[config.mk]
export PLATFORM = sky130hd
export DESIGN_NAME = vga_scan_timing
export DESIGN_NICKNAME = d
export VERILOG_FILES = /design/src/rtl/vga_scan_timing.sv
export SDC_FILE = /design/constraint.sdc
export NUM_CORES = 1
export LEC_CHECK = 0
export ABC_AREA = 1
export CAP_MARGIN = 20
export CORE_ASPECT_RATIO = 0.8
export CORE_MARGIN = 1
export CORE_UTILIZATION = 53
export CTS_CLUSTER_DIAMETER = 120
export DETAILED_ROUTE_END_ITERATION = 12
export PLACE_DENSITY = 0.8
export SYNTH_ARGS = -nofsm -noshare
export SYNTH_HDL_FRONTEND = slang
export SYNTH_SLANG_ARGS = --single-unit
[constraint.sdc]
create_clock -name clk -period 2.15 [get_ports clk]
set_input_delay 0.43 -clock clk [delete_from_list [all_inputs] [get_ports clk]]
set_output_delay 0.43 -clock clk [all_outputs]
set_load 0.05 [all_outputs]
[src/rtl/vga_scan_timing.sv]
// vga_scan_timing: 640x480@60 Hz VGA raster timing generator.
// Produces a pixel strobe, active-low sync pulses, the active-video flag,
// beam coordinates and a once-per-frame animate pulse at the start of vblank.
// Optional feature macro: VGA_FRAME_CNT_EN. When it is defined, a 16-bit frame
// counter steps on every animate pulse. Otherwise the frame port is tied to 0.
module vga_scan_timing #(
  parameter int CLK_DIV = 4  // clk cycles per pixel, 1..16
) (
  input  logic        clk,
  input  logic        res,      // asynchronous, active-low
  output logic        pix_stb,
  output logic [9:0]  x,
  output logic [8:0]  y,
  output logic        active,
  output logic        hsync,
  output logic        vsync,
  output logic        animate,
  output logic [15:0] frame
);

  localparam int DIV_W = (CLK_DIV > 1) ? $clog2(CLK_DIV) : 1;
  localparam logic [DIV_W-1:0] DIV_LAST = DIV_W'(CLK_DIV - 1);

  // Horizontal: 640 visible, 16 front porch, 96 sync, 48 back porch.
  localparam logic [9:0] H_VISIBLE = 10'd640;
  localparam logic [9:0] H_SYNC_LO = 10'd656;
  localparam logic [9:0] H_SYNC_HI = 10'd751;
  localparam logic [9:0] H_LAST    = 10'd799;
  // Vertical: 480 visible, 10 front porch, 2 sync, 33 back porch.
  localparam logic [9:0] V_VISIBLE = 10'd480;
  localparam logic [9:0] V_SYNC_LO = 10'd490;
  localparam logic [9:0] V_SYNC_HI = 10'd491;
  localparam logic [9:0] V_LAST    = 10'd524;

  logic [DIV_W-1:0] div;
  logic [9:0]       h_cnt;
  logic [9:0]       v_cnt;
  logic [9:0]       h_nxt;
  logic [9:0]       v_nxt;
  logic             step;
  logic             animate_nxt;

  // Post-step beam position; every output is decoded from it so the outputs
  // land on the same edge as the counters with no extra latency.
  always_comb begin
    // NOTE: every signal driven here gets a default first, so no path can
    // leave it unassigned and infer a latch.
    step        = (div == DIV_LAST);
    h_nxt       = (h_cnt == H_LAST) ? 10'd0 : h_cnt + 10'd1;
    v_nxt       = v_cnt;
    if (h_cnt == H_LAST) begin
      v_nxt = (v_cnt == V_LAST) ? 10'd0 : v_cnt + 10'd1;
    end
    animate_nxt = step && (h_nxt == 10'd0) && (v_nxt == V_VISIBLE);
  end

  // Pixel clock divider: wraps to 0 on the step cycle.
  // NOTE: state registers use non-blocking assignments under an asynchronous
  // reset so all flops sample the same pre-edge values.
  always_ff @(posedge clk or negedge res) begin
    if (!res) begin
      div <= '0;
    end else if (step) begin
      div <= '0;
    end else begin
      div <= div + 1'b1;
    end
  end

  // Beam counters and registered outputs; everything but the strobes only
  // moves on a step. Reset parks the beam at (799,524) so the first step
  // lands on (0,0).
  always_ff @(posedge clk or negedge res) begin
    if (!res) begin
      h_cnt   <= H_LAST;
      v_cnt   <= V_LAST;
      pix_stb <= 1'b0;
      x       <= H_LAST;
      y       <= 9'd479;
      active  <= 1'b0;
      hsync   <= 1'b1;
      vsync   <= 1'b1;
      animate <= 1'b0;
    end else begin
      pix_stb <= step;
      animate <= animate_nxt;
      if (step) begin
        h_cnt  <= h_nxt;
        v_cnt  <= v_nxt;
        x      <= h_nxt;
        y      <= (v_nxt < V_VISIBLE) ? v_nxt[8:0] : 9'd479;
        active <= (h_nxt < H_VISIBLE) && (v_nxt < V_VISIBLE);
        hsync  <= !((h_nxt >= H_SYNC_LO) && (h_nxt <= H_SYNC_HI));
        vsync  <= !((v_nxt >= V_SYNC_LO) && (v_nxt <= V_SYNC_HI));
      end
    end
  end

`ifdef VGA_FRAME_CNT_EN
  // Frame counter: steps on the same edge that raises animate, wraps at 16 bits.
  always_ff @(posedge clk or negedge res) begin
    if (!res) begin
      frame <= '0;
    end else if (animate_nxt) begin
      frame <= frame + 16'd1;
    end
  end
`else
  assign frame = '0;
`endif

endmodule
== After elaboration in Yosys (flattened, before gate mapping) ==
Index checks and enable logic that the tools add are counted.
W data, S select, Z words.

* Logic and storage cells: 35
* Bits in writable memories: 0
* Bits in registers: 36
* Latch bits: 0
* Input bits: 2
* Memories: 0
* Output and inout port bits: 40
* Memory bits (read-only): 0

* Multiplexer cells: 5
* Bitwise gates (word level): 0
* Multipliers: 0
* Reductions and logical operators: 8
* Add/sub/neg operators: 3
* Shifts and indexed selects: 0
* Div/mod/pow operators: 0
* Order comparisons: 6
* Equal/unequal tests: 4

{| class="wikitable"
|+ Operators by type and width
! cell !! number
|-
| $mux W10 || 3
|-
| $add A10 B1 Y10 const B || 2
|-
| $eq A10 B10 Y1 const B || 2
|-
| $eq A10 B9 Y1 const B || 1
|-
| $ge A10 B10 Y1 const B || 1
|-
| $ge A10 B9 Y1 const B || 1
|-
| $le A10 B10 Y1 const B || 1
|-
| $le A10 B9 Y1 const B || 1
|-
| $logic_not A10 Y1 || 1
|-
| $lt A10 B10 Y1 const B || 1
|-
| $lt A10 B9 Y1 const B || 1
|-
| $mux W9 || 1
|-
| $logic_and A1 B1 Y1 || 5
|-
| $add A2 B1 Y2 const B || 1
|-
| $eq A2 B2 Y1 const B || 1
|-
| $logic_not A1 Y1 || 2
|-
| $mux W2 || 1
|}

== Longest topological paths before layout ==
Gate-level depths: netlist of the first run.

* Depth after elaboration: 6
* Gate-level depth with buffers: 14
* Mapped depth without buffers: 14

== Worst setup path before layout of the first run ==
OpenSTA, ideal clock, no wires.

* Kind: register -> register
* Start: register, netlist name x[0]
* End: register vsync
* Path buffers: 1
* Clock period less this slack: 2.056 ns
* Arrival time: 1.984 ns
* Cell stages (with the launch flop): 12
* Required time: 2.078 ns
* Setup slack: 0.094 ns
* Library setup time: 0.072 ns
* Cell sequence: dfstp_2 > ha_1 > nand4_2 > nor2_4 > buf_6 > nand2_2 > nand2_1 > nand2_2 > nor3_2 > nand3_1 > nand2_1 > inv_1

{| class="wikitable"
|+ RTL lines
! element !! RTL line !! source
|-
| end signal, assigned || 94 || <nowiki>vsync <= !((v_nxt >= V_SYNC_LO) && (v_nxt <= V_SYNC_HI));</nowiki>
|-
| end, declared || 16 || <nowiki>output logic vsync,</nowiki>
|}

== Final worst setup path of the first run ==
* Start: register y[0]
* End: output port y[0]

{| class="wikitable"
|+ RTL lines
! element !! RTL line !! source
|-
| start, declared || 13 || <nowiki>output logic [8:0] y,</nowiki>
|-
| start signal, assigned || 91 || <nowiki>y <= (v_nxt < V_VISIBLE) ? v_nxt[8:0] : 9'd479;</nowiki>
|}

No word-level cell between the ends.

==> results.py, run 1 <==
metrics = {
    "status": {
        "status": "finished, final reports clean",
    },
    "pwr": {
        "leakagePower_nw": 1.39,
        "ir_worst_vdd_uv": 453,
        "power_density_nw_per_um2": 492,
    },
    "synthesis": {
        "avgSynthCellArea_um2": 7.18,
        "synth-seq-cells": 36,
        "yosysSeqAreaShare_pct": 39.8,
        "yosys.area.top_type": "dfstp_2",
        "async_reset_ff_share_pct": 100,
        "syn_area_um2": 2330,
        "synth_cell_types": 30,
        "synth_cells": 324,
        "synth_top_area_share_pct": 22.6,
        "synth_edf_count": 0,
        "synthFlopType": "dfstp_2",
        "ys_warn_count": 0,
        "synth.area.top_cells": "dfstp_2 (23%), dfrtp_1 (17%), nand2_1 (16%)",
    },
    "clocking": {
        "cts_tree": "done",
        "clock_latency_ps": 310,
        "ctsHoldBuffers": 0,
        "cts-root-buf": "clkbuf_8",
        "cts_sinks": 36,
        "cts_buffer_depth": 2,
        "clk_pin_slew_ps": 70,
        "htreeDepth": 2,
        "cts_buffers": 5,
    },
    "setup_path": {
        "cp.arrival_ps": 1650,
        "crit_family": "buffers and inverters",
        "crit_required_ps": 1720,
        "path_cells": "clkdlybuf4s50_1",
        "cp-start-kind": "flip-flop",
        "slowest_delay_ps": 800,
        "path_max_fanout": 2,
        "worst-path-buf-inv": 1,
        "endpoint_kind": "output port",
        "criticalPathCategory": "reg -> out",
        "cp_slowest_cell": "clkdlybuf4s50_1",
    },
    "grt": {
        "antenna_found_initial": 0,
        "grt_overflow_total": 0,
        "grt_pass1_wl_um": 8710,
        "grtUsageTotal_pct": 24.5,
        "grt_pass1_vias": 1782,
        "grt_max_degree": 37,
    },
    "layout": {
        "regArea_um2": 926,
        "multi_input_area_um2": 1170,
        "diodes": 0,
        "utilization_pct": 65.6,
        "layout_common_cells": "nand2_1 (98), inv_1 (40), nand3_1 (30)",
        "synthToLayoutAreaGrowth_pct": 18.4,
        "fill_cells": 362,
        "fin_cells": 417,
        "final_common_cell": "nand2_1",
        "drive_above_1_share_pct": 18.3,
        "nNetsFinal": 367,
    },
    "place": {
        "dp_hpwl_um": 3910,
        "gp_congestion": 0.904,
        "place_inst": 402,
        "io_buffers": 25,
    },
    "drt": {
        "drtIter0Drc": 273,
        "drt-pass1-iter-count": 5,
        "viasPerCell": 5.21,
        "routed_wl_um": 5520,
        "ant_nets": 0,
        "wl_per_cell_um": 13.2,
        "dr_total_vias": 2173,
        "drc": 0,
    },
    "sta": {
        "fin_skew_ps": 10.7,
        "hold_viol": 0,
        "slew_violations": 0,
        "relSlewSlack_pct": 65.7,
        "max_freq_ghz": 0.480,
        "final.min_clock_period_ps": 2080,
        "tightest_slew_ps": 514,
        "fin_hold_ws_ps": 438,
        "layout_worst_path_cycle_share_pct": 96.9,
        "setup_viol": 0,
        "setup-tns-final_ps": 0,
    },
    "floorplanning": {
        "die_x_um": 76.1,
        "num_rows": 21,
        "pin_count": 42,
        "initial_core_util_pct": 55.4,
        "chipHeight_um": 61.3,
        "core_area_um2": 4200,
        "dieArea_um2": 4660,
    },
    "min_path": {
        "min_path_type": "reg -> reg",
    },
    "job": {
        "drv_cap": 0,
    },
}
[stage by stage]
step / cell area (µm²) / setup WS [ps] / power (W)
after floorplan: 2380 / 94.2 / 0.000774
after CTS: 2670 / 5.29 / 0.00137
after global placement: 2560 / 55.3 / 0.000767
after detailed placement: 2560 / -33.0 / 0.000767
final: 2760 / 67.1 / 0.00136
after global routing: 2760 / -4.09 / 0.00139
[power by group]
| part | total [W] | switching [W] | internal (W) |
|---|---|---|---|
| Sequential | 0.000679 | 0 | 0.000679 |
| Combinational | 0.0000761 | 0.0000733 | 0.00000277 |
| Clock | 0.000602 | 0.000257 | 0.000344 |
[cells by family after synthesis]
kind of cell / Yosys count / share of synthesized area (%)
AND/OR/NAND/NOR: 179 / 34.0
other: 1 / 0.161
XOR/XNOR: 1 / 0.376
buffers and inverters: 66 / 13.9
AO/OA/AOI/OAI: 35 / 8.55
flip-flops: 36 / 39.8
adder cells (fa/ha/maj): 6 / 3.23
[final cells by class]
type | count | share of cell area, %
Inverter | 42 | 5.72
Clock inverter | 2 | 1.27
Multi-Input combinational cell | 238 | 42.6
Sequential cell | 36 | 33.6
Timing Repair Buffer | 36 | 11.6
Clock buffer | 6 | 2.63
Tap cell | 57 | 2.59
[per-layer routing]
layer	up-vias	global-route usage (%)	part of all wire (%)
met4	0	6.59	1.0
met2	91	35.6	43
met1	1018	36.1	48
met5	-	0	0
met3	6	6.96	7.6
li1	1058	-	-
[sequential cells by signal, indices dropped and copies added (netlist names)]
name     count
hsync        1
pix_stb      1
div          2
animate      1
y            9
v_cnt       10
active       1
x           10
vsync        1
[repair_timing]
| item | CTS | global route |
|---|---|---|
| resized for setup | 1 | 6 |
| pin swaps | 1 | 1 |
| setup endpoints to repair | 2 | 13 |
| hold endpoints to repair | 0 | 0 |
| cloned | 0 | 1 |
| buffers inserted | 0 | 6 |
[worst register-to-register path: cells and delay by family (launching register included)]
family / cells / cell delay (ps)
fa+ha+maj: 1 / 180
buf+inv: 2 / 170
flops: 1 / 600
simple gates: 8 / 990
[cell usage after synthesis (2+ instances only)]
master,count
nand2_1,98
o21ai_1,3
clkbuf_1,5
dfrtp_1,16
nand2_2,6
ha_1,6
nor3_2,2
buf_4,16
nand3_1,31
o21bai_1,4
a21boi_1,2
or2_2,2
nor2_1,26
inv_2,2
nor3_1,2
inv_1,40
dfstp_2,20
nor2_2,2
nand4_1,7
buf_6,2
o21ai_0,18
a21oi_1,6
[path summary, 6_finish.rpt]
kind,startpoint,end,slack (ps),cells past startpoint
hold / removal,div[0],div[0],440,1
setup / recovery,y[0],y[0],70,1
setup reg to reg,x[1],animate,140,11
max in group asynchronous,res,x[4],1260,2
hold reg to reg,div[0],div[0],440,1
min in group asynchronous,res,v_cnt[7],530,2
Note: power is estimated with default switching activity, not from simulation.
==> run 2, diff against run 1 <==
- CORE_MARGIN: 1 -> unset
==> results of run 2 <==
Same layout as run 1: the final DEF is identical, and so are final timing and power.
==> run 3, diff against run 2 <==
- CORE_ASPECT_RATIO: 0.8 -> 1.25
- PLACE_DENSITY: 0.8 -> 0.91
==> results.py, run 3 (synthesized netlist as in run 1, its figures left out) <==
metrics = {
    "place": {
        "gp_congestion": 0.902,
        "dp_hpwl_um": 3820,
        "placed_area_um2": 2560,
        "place_inst": 401,
        "place_ws_ps": 38.8,
        "io_buffers": 25,
    },
    "setup_path": {
        "ff2ff_setup_slack_ps": 90,
        "criticalPathCategory": "reg -> out",
        "path_cells": "clkdlybuf4s50_1",
        "critical_path_depth": 1,
        "critPathLaunch": "hsync",
        "ff2ff_path_depth": 11,
        "cp-start-kind": "flip-flop",
        "r2r-end": "y[1]",
        "crit_family": "buffers and inverters",
        "crit_required_ps": 1720,
        "cp.arrival_ps": 1630,
        "worst-path-buf-inv": 1,
        "slowest_delay_ps": 810,
        "cp_slowest_cell": "clkdlybuf4s50_1",
        "endpoint_kind": "output port",
        "r2r-start": "x[1]",
        "crit_end": "hsync",
        "path_max_fanout": 2,
    },
    "clocking": {
        "cts_tree": "done",
        "cts_buffer_depth": 2,
        "cts_buffers": 5,
        "htreeDepth": 2,
        "cts-root-buf": "clkbuf_8",
        "cts_sinks": 36,
        "clock_latency_ps": 290,
        "ctsHoldBuffers": 0,
        "clk_pin_slew_ps": 70,
    },
    "layout": {
        "reg.largest.list": "v_cnt: 10 flops, x: 10 flops, y: 9 flops",
        "final_common_cell": "nand2_1",
        "nNetsFinal": 368,
        "synthToLayoutAreaGrowth_pct": 18.0,
        "stdcell_area_um2": 2750,
        "drive_above_1_share_pct": 18.8,
        "layout_common_cells": "nand2_1 (98), inv_1 (40), nand3_1 (29)",
        "fin_cells": 417,
        "diodes": 0,
    },
    "sta": {
        "final.min_clock_period_ps": 2060,
        "setup_viol": 0,
        "tightest_slew_ps": 509,
        "hold_viol": 0,
        "fin_skew_ps": 9.37,
        "layout_setup_ws_ps": 89.6,
        "slew_violations": 0,
        "fin_hold_ws_ps": 424,
        "relSlewSlack_pct": 66.0,
        "max_freq_ghz": 0.485,
        "layout_worst_path_cycle_share_pct": 95.8,
    },
    "drt": {
        "viasPerCell": 5.26,
        "drtIter0Drc": 256,
        "wl_per_cell_um": 13.2,
        "drt-pass1-iter-count": 5,
        "drc": 0,
        "routed_wl_um": 5510,
        "ant_nets": 0,
        "dr_total_vias": 2195,
    },
    "min_path": {
        "min_path_type": "reg -> reg",
        "min-delay-start": "div[0]",
    },
    "grt": {
        "grtUsageTotal_pct": 25.1,
        "grt_pass1_wl_um": 8820,
        "grt_max_degree": 37,
        "antenna_found_initial": 0,
        "grt_overflow_total": 0,
        "grt_pass1_vias": 1942,
    },
    "floorplanning": {
        "pin_count": 42,
        "core_area_um2": 4160,
        "dieArea_um2": 4660,
        "die_x_um": 61.3,
        "initial_core_util_pct": 55.9,
        "num_rows": 26,
        "chipHeight_um": 76.1,
    },
    "pwr": {
        "ir_worst_vdd_uv": 482,
        "p_total_w": 0.00125,
        "power_density_nw_per_um2": 455,
        "leakagePower_nw": 1.39,
    },
    "job": {
        "drv_cap": 0,
    },
    "status": {
        "status": "finished, final reports clean",
    },
}
-- run 3: per-stage QoR --
step | setup TNS (ps) | util [%]
after global routing | -211 | 65.9
after global placement | 0 | 61.5
after CTS | 0 | 63.7
after detailed placement | 0 | 61.5
after floorplan | 0 | -
final | 0 | 65.9
-- run 3: area by class of cell --
cell class              count  area [µm²]
inverters                  42         158
flip-flops and latches     36         926
repair buffers             37         329
clock buffers               8        90.1
fillers                   355        1420
well taps                  56        70.1
multi-input cells         238        1170
-- run 3: how the worst min path moves through the flow --
stage / end / cells after the start
finish: div[0] / 1
CTS: div[0] / 1
global route: div[0] / 1
global placement: div[0] / 1
detailed placement: div[0] / 1
floorplan: active / 0
-- run 3: per-layer routing --
layer	track usage, %	share of wire, %	vias up
met5	0	0	-
met4	10.7	4.5	0
met3	5.94	5.8	24
met2	40.0	49	102
met1	31.6	41	1008
li1	-	-	1061
-- run 3: power breakdown --
group | switching, W | internal (W)
Clock | 0.000233 | 0.000261
Combinational | 0.0000733 | 0.00000277
Sequential | 0 | 0.000679
Total | 0.000307 | 0.000943
-- run 3: timing repair --
action | in CTS | in global routing
setup buffers | 0 | 7
pin swaps | 0 | 3
gates resized for setup | 1 | 9
setup endpoints to repair | 1 | 15
gates cloned | 0 | 1
